===== src/rtl/cmd_mem_reader_if.sv =====
// cmd_mem_reader_if: memory read port, writer clear path and executor dispatch bundle
interface cmd_mem_reader_if;
  logic         RD_EN;
  logic [7:0]   RD_ADDR;
  logic [337:0] RD_DATA;
  logic         CLR_REQ;
  logic [7:0]   CLR_ADDR;
  logic         CLR_ACK;
  logic         CMD_VALID;
  logic         CMD_ACK;
  logic [63:0]  TIME_START_z;
  logic [47:0]  FREQ_z;
  logic [47:0]  FREQ_STEP_z;
  logic [31:0]  FREQ_RATE_z;
  logic [15:0]  N_impuls_z;
  logic [1:0]   TYPE_impulse_z;
  logic [31:0]  Interval_Ti_z;
  logic [31:0]  Interval_Tp_z;
  logic [31:0]  Tblank1_z;
  logic [31:0]  Tblank2_z;
  logic         CMD_LATE;
  modport master (
    output RD_EN, RD_ADDR, CLR_REQ, CLR_ADDR, CMD_VALID, CMD_LATE,
           TIME_START_z, FREQ_z, FREQ_STEP_z, FREQ_RATE_z, N_impuls_z, TYPE_impulse_z,
           Interval_Ti_z, Interval_Tp_z, Tblank1_z, Tblank2_z,
    input  RD_DATA, CLR_ACK, CMD_ACK
  );
  modport slave (
    input  RD_EN, RD_ADDR, CLR_REQ, CLR_ADDR, CMD_VALID, CMD_LATE,
           TIME_START_z, FREQ_z, FREQ_STEP_z, FREQ_RATE_z, N_impuls_z, TYPE_impulse_z,
           Interval_Ti_z, Interval_Tp_z, Tblank1_z, Tblank2_z,
    output RD_DATA, CLR_ACK, CMD_ACK
  );
endinterface


===== src/rtl/cmd_mem_reader.sv =====
// cmd_mem_reader: scans command memory, clears and dispatches due commands in address order
module cmd_mem_reader #(
  parameter logic [7:0]  N_IDX   = 8'd255,
  parameter logic [63:0] LATE_TH = 64'd0
) (
  input  logic                  CLK,
  input  logic                  rst,
  input  logic                  EN,
  input  logic [63:0]           TIME_NOW,
  cmd_mem_reader_if.master      bus,
  output logic [8:0]            N_PEND,
  output logic                  BUSY
);
  typedef enum logic [2:0] {IDLE, RD, CHK, CLR, DISP} state_t;
  state_t      state, state_n;
  logic [7:0]  addr, addr_n;
  logic [8:0]  pend_cnt, pend_n, n_pend_n;
  logic [63:0] ts;
  logic        free, due, load, adv;
  assign ts   = bus.RD_DATA[337:274];
  assign free = &ts;
  assign due  = !free && ts <= TIME_NOW;
  assign bus.RD_ADDR  = addr;
  assign bus.CLR_ADDR = addr;
  always_comb begin
    state_n  = state;
    addr_n   = addr;
    pend_n   = pend_cnt;
    n_pend_n = N_PEND;
    load     = 1'b0;
    adv      = 1'b0;
    case (state)
      IDLE: state_n = EN ? RD : IDLE;
      RD:   state_n = CHK;
      CHK: begin
        load    = due;
        adv     = !due;
        pend_n  = pend_cnt + 9'(!free && !due);
        state_n = due ? CLR : CHK;
      end
      CLR:  state_n = bus.CLR_ACK ? DISP : CLR;
      DISP: adv = bus.CMD_ACK;
      default: state_n = IDLE;
    endcase
    // the last entry closes the scan and publishes its pending count
    if (adv && addr == N_IDX) begin
      state_n  = IDLE;
      addr_n   = '0;
      n_pend_n = pend_n;
      pend_n   = '0;
    end else if (adv) begin
      state_n = RD;
      addr_n  = addr + 8'd1;
    end
  end
  always_ff @(posedge CLK or posedge rst) begin
    if (rst) begin
      state         <= IDLE;
      addr          <= '0;
      pend_cnt      <= '0;
      N_PEND        <= '0;
      BUSY          <= 1'b0;
      bus.RD_EN     <= 1'b0;
      bus.CLR_REQ   <= 1'b0;
      bus.CMD_VALID <= 1'b0;
      bus.CMD_LATE  <= 1'b0;
      {bus.TIME_START_z, bus.FREQ_z, bus.FREQ_STEP_z, bus.FREQ_RATE_z, bus.N_impuls_z,
       bus.TYPE_impulse_z, bus.Interval_Ti_z, bus.Interval_Tp_z, bus.Tblank1_z,
       bus.Tblank2_z} <= '0;
    end else begin
      state         <= state_n;
      addr          <= addr_n;
      pend_cnt      <= pend_n;
      N_PEND        <= n_pend_n;
      BUSY          <= state_n != IDLE;
      bus.RD_EN     <= state_n == RD;
      bus.CLR_REQ   <= state_n == CLR;
      bus.CMD_VALID <= state_n == DISP;
      if (load) begin
        bus.CMD_LATE <= (TIME_NOW - ts) > LATE_TH;
        {bus.TIME_START_z, bus.FREQ_z, bus.FREQ_STEP_z, bus.FREQ_RATE_z, bus.N_impuls_z,
         bus.TYPE_impulse_z, bus.Interval_Ti_z, bus.Interval_Tp_z, bus.Tblank1_z,
         bus.Tblank2_z} <= bus.RD_DATA;
      end
    end
  end
endmodule


===== src/flat_wrapper.sv =====
// flat-port wrapper written by rule: the top's interface ports become plain ports
module cmd_mem_reader_flat 
#(
  parameter logic [7:0]  N_IDX   = 8'd255,
  parameter logic [63:0] LATE_TH = 64'd0
)
  (CLK, rst, EN, TIME_NOW, N_PEND, BUSY, bus_RD_EN, bus_RD_ADDR, bus_CLR_REQ, bus_CLR_ADDR, bus_CMD_VALID, bus_CMD_LATE, bus_TIME_START_z, bus_FREQ_z, bus_FREQ_STEP_z, bus_FREQ_RATE_z, bus_N_impuls_z, bus_TYPE_impulse_z, bus_Interval_Ti_z, bus_Interval_Tp_z, bus_Tblank1_z, bus_Tblank2_z, bus_RD_DATA, bus_CLR_ACK, bus_CMD_ACK);
  cmd_mem_reader_if bus_i ();
  input  logic CLK;
  input  logic rst;
  input  logic EN;
  input  logic [63:0] TIME_NOW;
  output logic [8:0] N_PEND;
  output logic BUSY;
  output wire logic [$bits(bus_i.RD_EN)-1:0] bus_RD_EN;
  output wire logic [$bits(bus_i.RD_ADDR)-1:0] bus_RD_ADDR;
  output wire logic [$bits(bus_i.CLR_REQ)-1:0] bus_CLR_REQ;
  output wire logic [$bits(bus_i.CLR_ADDR)-1:0] bus_CLR_ADDR;
  output wire logic [$bits(bus_i.CMD_VALID)-1:0] bus_CMD_VALID;
  output wire logic [$bits(bus_i.CMD_LATE)-1:0] bus_CMD_LATE;
  output wire logic [$bits(bus_i.TIME_START_z)-1:0] bus_TIME_START_z;
  output wire logic [$bits(bus_i.FREQ_z)-1:0] bus_FREQ_z;
  output wire logic [$bits(bus_i.FREQ_STEP_z)-1:0] bus_FREQ_STEP_z;
  output wire logic [$bits(bus_i.FREQ_RATE_z)-1:0] bus_FREQ_RATE_z;
  output wire logic [$bits(bus_i.N_impuls_z)-1:0] bus_N_impuls_z;
  output wire logic [$bits(bus_i.TYPE_impulse_z)-1:0] bus_TYPE_impulse_z;
  output wire logic [$bits(bus_i.Interval_Ti_z)-1:0] bus_Interval_Ti_z;
  output wire logic [$bits(bus_i.Interval_Tp_z)-1:0] bus_Interval_Tp_z;
  output wire logic [$bits(bus_i.Tblank1_z)-1:0] bus_Tblank1_z;
  output wire logic [$bits(bus_i.Tblank2_z)-1:0] bus_Tblank2_z;
  input wire logic [$bits(bus_i.RD_DATA)-1:0] bus_RD_DATA;
  input wire logic [$bits(bus_i.CLR_ACK)-1:0] bus_CLR_ACK;
  input wire logic [$bits(bus_i.CMD_ACK)-1:0] bus_CMD_ACK;
  assign bus_RD_EN = bus_i.RD_EN;
  assign bus_RD_ADDR = bus_i.RD_ADDR;
  assign bus_CLR_REQ = bus_i.CLR_REQ;
  assign bus_CLR_ADDR = bus_i.CLR_ADDR;
  assign bus_CMD_VALID = bus_i.CMD_VALID;
  assign bus_CMD_LATE = bus_i.CMD_LATE;
  assign bus_TIME_START_z = bus_i.TIME_START_z;
  assign bus_FREQ_z = bus_i.FREQ_z;
  assign bus_FREQ_STEP_z = bus_i.FREQ_STEP_z;
  assign bus_FREQ_RATE_z = bus_i.FREQ_RATE_z;
  assign bus_N_impuls_z = bus_i.N_impuls_z;
  assign bus_TYPE_impulse_z = bus_i.TYPE_impulse_z;
  assign bus_Interval_Ti_z = bus_i.Interval_Ti_z;
  assign bus_Interval_Tp_z = bus_i.Interval_Tp_z;
  assign bus_Tblank1_z = bus_i.Tblank1_z;
  assign bus_Tblank2_z = bus_i.Tblank2_z;
  assign bus_i.RD_DATA = bus_RD_DATA;
  assign bus_i.CLR_ACK = bus_CLR_ACK;
  assign bus_i.CMD_ACK = bus_CMD_ACK;
  cmd_mem_reader #(.N_IDX(N_IDX), .LATE_TH(LATE_TH)) u_core (.CLK(CLK), .rst(rst), .EN(EN), .TIME_NOW(TIME_NOW), .bus(bus_i), .N_PEND(N_PEND), .BUSY(BUSY));
endmodule

===== config.mk =====
export PLATFORM = sky130hd
export DESIGN_NAME = cmd_mem_reader_flat
export DESIGN_NICKNAME = d
export VERILOG_FILES = /design/src/rtl/cmd_mem_reader_if.sv /design/src/rtl/cmd_mem_reader.sv /design/src/flat_wrapper.sv
export SDC_FILE = /design/constraint.sdc
export NUM_CORES = 1
export LEC_CHECK = 0
export ABC_AREA = 1
export BUFFER_PORTS_ARGS = -buffer_cell sky130_fd_sc_hd__buf_4
export CORE_AREA = 2 2 303 305
export DETAILED_ROUTE_END_ITERATION = 8
export DIE_AREA = 0 0 305 307
export PLACE_DENSITY = 0.42
export SLEW_MARGIN = 40
export SYNTH_ARGS = -nofsm -noshare
export SYNTH_HDL_FRONTEND = slang
export SYNTH_SLANG_ARGS = --single-unit

===== constraint.sdc =====
create_clock -name CLK -period 17.5 [get_ports CLK]
set_input_delay 4.375 -clock CLK [delete_from_list [all_inputs] [get_ports CLK]]
set_output_delay 4.375 -clock CLK [all_outputs]
set_load 0.01 [all_outputs]

# Word level (Yosys, flattened, before mapping)
# Cells that the tools add are included.
# classes
addsub	3
magnitude_cmp	2
eq_ne	8
muxes	12
reduce_logical	9
# ops
cell	count
64-bit by 1-bit > comparator with 1-bit output, second input constant	1
64-bit less-or-equal comparator	1
64-bit AND reduction	1
64-bit subtractor	1
9-bit two-way mux	2
8-bit two-way mux	2
3-bit case mux with 5 select lines	1
9-bit by 1-bit adder with 9-bit output	1
3-bit by 2-bit == test with 1-bit output, second input constant	3
3-bit two-way mux	3
8-bit by 1-bit adder with 8-bit output, second input constant	1
8-bit == test, second input constant	1
3-bit by 1-bit == test with 1-bit output, second input constant	2
3-bit == test, second input constant	2
1-bit logical AND	3
3-bit zero test	1
1-bit two-way mux	3
3-bit nonzero test	1
1-bit zero test	2
1-bit case mux with 2 select lines	1
2-bit nonzero test	1
# totals
reg_bits	372
in_bits	407
wordCells	53

# Longest topological paths before layout
# logic_depth
depth_word	8
depth_mapped	23
mapped_depth_nobuf	23

# Worst setup path after synthesis
# Ideal clock, no wire load.
# synth_path
kind	input to register
start	input bus_RD_DATA[280]
end	register u_core.N_PEND[8]
arrival_time_ps	6820
required_time_ps	17370
path_slack_ps	10550
cell_stages	22
path_buffers	0
cell_sequence	inv_1 > ha_1 > nand2_2 > inv_2 > nand2_1 > nand2_1 > inv_2 > nand2_2 > nand2_2 > nand2_2 > nand2_2 > nand2_2 > o21ai_2 > nand2_4 > a31oi_1 > ha_1 > ha_1 > nand4_1 > nand3b_1 > nand3b_1 > xor2_1 > o21ai_0
# synth_between
elab_chain_len	7
# synth_lines
item	line_no	text
start, declared	flat_wrapper.sv:31	input wire logic [$bits(bus_i.RD_DATA)-1:0] bus_RD_DATA;
parallel branches: the longest is 7 deep, another holds 64-bit less-or-equal comparator	n/a	
end signal, assigned	cmd_mem_reader.sv:74	N_PEND <= n_pend_n;
end, declared	cmd_mem_reader.sv:11	output logic [8:0] N_PEND,
# Parallel ways; which one is timed is not known.
# A chain may end at the register's enable or synchronous reset.

# Worst setup path after layout
# layout_path
start	input bus_RD_DATA[305]
end	register u_core.bus.Tblank1_z[23] in the netlist's numbering
# layout_between
elab_chain_len	4
# layout_lines
item	line_no	text
parallel branches: the longest is 2 deep, another holds 64-bit less-or-equal comparator	n/a	
1-bit logical AND (*)	cmd_mem_reader.sv:22	assign due = !free && ts <= TIME_NOW;
1-bit two-way mux (*)	cmd_mem_reader.sv:32	case (state)
end, declared	cmd_mem_reader_if.sv:25	Interval_Ti_z, Interval_Tp_z, Tblank1_z, Tblank2_z,
# Every way passes the cells marked *.

==> results_dict.tcl <==
set metrics [dict create \
    path_max_fanout 98 \
    rsz0062_at_grt "false" \
    status "finished clean" \
    dpl_cell_area_um2 27720 \
    antenna_found_initial 12 \
    hold_viol 0 \
    netlist-cell-type-count 43 \
    row_count 111 \
    peakVddDrop_mv 0.07139 \
    cts-root-buf "clkbuf_16" \
    ant_nets 0 \
    synth_seq_cells 372 \
    track_usage_pct 19.90 \
    holdPathStages 2 \
    hold_buffers 0 \
    hold_start "u_core.bus.Tblank1_z[7]" \
    start_kind "input pin" \
    cp_slowest_cell "buf_6" \
    grt_pass1_wl_mm 138.3 \
    drive_gt1_share_pct 24.89 \
    final_cell_area_um2 29410 \
    crit_family "simple AND/OR/NAND/NOR gates" \
    grt_max_degree 112 \
    r2r_cells 8 \
    intPower_uw 2637 \
    clock.fmax_mhz 125.9 \
    power_density_nw_per_um2 146.3 \
    cp_cell_sequence "buf_4 > inv_1 > ha_1 > nand2_1 > nor2_2 > inv_2 > nor2_4 > nand2_1 > nor3_2 > o21ai_2 > nand2_4 > nand3_4 > inv_8 > buf_16 > buf_6 > nand2_1 > nand2_1" \
    routedWlPerCell_um 19.37 \
    crit_top_cell "nand2_1" \
    final.setup_skew_ns 0.02266 \
    synth_flop_cell "dfrtp_1" \
    cts_setup_buffers 0 \
    vias 20610 \
    vias_per_cell 4.150 \
    synth_nets 3460 \
    pwr-share-seq_pct 34.0 \
    avgSynthCellArea_um2 6.968 \
    hpwl_mm 77.80 \
    p_leak_uw 0.01692 \
    core_area_um2 90690 \
    firstDrtPassIters 6 \
    clockBufferDepth 3 \
    io_pins 775 \
    synthCells 2986 \
    routed_wl_mm 96.20 \
    syn2layout_area_growth_pct 41.34 \
    worst_slew_pin_slew_ns 0.7529 \
    tns_ns 0 \
    finalCritPeriodShare_pct 45.40 \
    synthArstFlopShare_pct 100.0 \
    dieWidth_um 305 \
    yosysSeqAreaShare_pct 44.74 \
    slew_viol_final 0 \
    synth-edff-count 0 \
    critical_path_class "in2reg" \
    setup_slack_ns 9.554 \
    power_frac_comb_pct 42.0 \
    htreeDepth 2 \
    die_h_um 307 \
    crit_buf_inv 6 \
    clkSinkCount 372 \
    dieArea_um2 93640 \
    fin_crit_ns 7.946 \
    grt_pass1_vias 20630 \
    end_kind "flip-flop" \
    clk_latency_ns 0.60 \
    hold_slack_ns 0.4769 \
    clkPwrFrac_pct 24.0 \
    slew_headroom_pct 49.81 \
    reg2reg_slack_ns 14.44 \
    maxCapViolations 0 \
    netSwitchingFraction_pct 38.70 \
    yosys_warnings 0 \
    numCtsBuffers 48 \
    portBuffers 774 \
    finalSetupViolations 0 \
    pre_cts_slack_ns 8.889 \
    reg2reg_from "u_core.state[0]" \
    cts_resized 0 \
    whs_endpoint "u_core.bus.Tblank1_z[7]" \
    hp-class "reg2reg" \
    grt_overflow_total 0 \
    syn_area_um2 20810 \
    clk_pin_slew_worst_paths_ns 0.06 \
    drt_iter0_markers 1210 \
    slowest_delay_ns 0.56 \
    arrival_ns 8.48 \
    place.gp.congestion 0.9389 \
    netSwitchingPower_uw 1665 \
    start_util_pct 22.94 \
    drc 0 \
    rr_endpoint "u_core.bus.Tblank1_z[23]" \
    worstPathRequired_ns 18.04 \
    nets 4213 \
    cts_tree "yes" \
]
[how the worst max path moves through the flow]
stage | start | to | slack, ns | depth (start not counted)
final | bus_RD_DATA[305] | u_core.bus.Tblank1_z[23] | 9.55 | 17
after global routing | bus_RD_DATA[304] | u_core.bus.Tblank1_z[23] | 9.32 | 17
after CTS | bus_RD_DATA[305] | u_core.bus.Tblank2_z[28] | 9.54 | 16
after detailed placement | bus_RD_DATA[305] | u_core.bus.Tblank2_z[28] | 8.89 | 16
after global placement | bus_RD_DATA[305] | u_core.bus.Tblank2_z[28] | 8.58 | 16
after floorplan | rst | u_core.BUSY | 2.79 | 1
[synthesized netlist by cell type (13+ instances only)]
master / instances / area (µm²)
a21oi_1: 53 / 265.3
buf_2: 34 / 170.2
buf_4: 41 / 307.8
dfrtp_1: 372 / 9309
ha_1: 67 / 838.3
inv_1: 389 / 1460
inv_2: 21 / 78.83
nand2_1: 1549 / 5814
nand2_2: 18 / 112.6
nand3_1: 62 / 310.3
nand3b_1: 13 / 97.59
nand4_1: 25 / 156.4
nor2_1: 133 / 499.2
nor2_2: 14 / 87.58
nor3_1: 19 / 95.09
o21ai_0: 55 / 275.3
o21ai_1: 26 / 130.1
xnor2_1: 22 / 192.7
xor2_1: 17 / 148.9
[registers in the layout, summed over array words and instances (netlist names)]
register and flops:
u_core.bus.Interval_Tp_z 32, u_core.bus.CLR_REQ 1, u_core.bus.FREQ_z 48, u_core.bus.Tblank1_z 32, u_core.pend_cnt 9, u_core.bus.CMD_LATE 1
u_core.BUSY 1, u_core.bus.N_impuls_z 16, u_core.bus.FREQ_RATE_z 32, u_core.bus.Tblank2_z 32, u_core.bus.FREQ_STEP_z 48, u_core.bus.TIME_START_z 64
u_core.bus.TYPE_impulse_z 2, u_core.bus.CMD_VALID 1, u_core.bus.CLR_ADDR 8, u_core.state 3, u_core.N_PEND 9, u_core.bus.Interval_Ti_z 32
u_core.bus.RD_EN 1
[layer usage]
| layer | up-vias | GRT usage, % | part of all wire (%) |
|---|---|---|---|
| met3 | 124 | 4.686 | 5.8 |
| met2 | 507 | 37.88 | 53 |
| met4 | 6 | 6.355 | 3.0 |
| met1 | 9488 | 21.51 | 38 |
| met5 | - | 0 | 0.029 |
| li1 | 10490 | - | - |
[cell usage in the layout, fill, tap and decap left out, types with 17 or more instances in the layout]
cell / n
a21oi_1: 53
buf_4: 777
clkbuf_16: 49
dfrtp_1: 372
ha_1: 67
inv_1: 388
inv_2: 21
nand2_1: 1549
nand2_2: 18
nand3_1: 62
nand4_1: 25
nor2_1: 133
nor3_1: 19
o21ai_0: 55
o21ai_1: 26
xnor2_1: 22
xor2_1: 17
[worst min-delay path, stage by stage (launching register included)]
cell     delay (ns)
dfrtp_1        0.34
nand2_1        0.05
nand2_1        0.05
[power by group through the flow]
stage               Sequential (µW)  Clock [µW]  Combinational [µW]
floorplan                      1620           0                 683
global placement               1470           0                1850
detailed placement             1480           0                1840
CTS                            1470        1070                1850
global route                   1510        1100                2000
finish                         1460        1030                1810
[cells by family after synthesis]
logic type / share of synthesized area, %
AO/OA/AOI/OAI: 3.626
XOR/XNOR: 1.642
adder cells (fa/ha/maj): 4.029
buffers and inverters: 10.15
flip-flops: 44.74
multiplexers: 0.09622
AND/OR/NAND/NOR: 35.71
[final cells by class]
type	instances	area, µm²
diodes	5	12.51
clock buffers	70	1425
clock inverters	17	210.2
fillers	10030	61280
inverters	414	1577
multi-input cells	2115	9392
flip-flops and latches	372	9309
well taps	1186	1484
repair buffers	788	5998
[metrics by stage]
stage	total power (µW)	instances	util, %
finish	4303	4967	32.43
global route	4612	4966	32.42
CTS	4384	4961	32.37
detailed placement	3318	4874	30.57
global placement	3312	4873	30.51
floorplan	2303	2986	-
(Power assumes the default switching activity.)
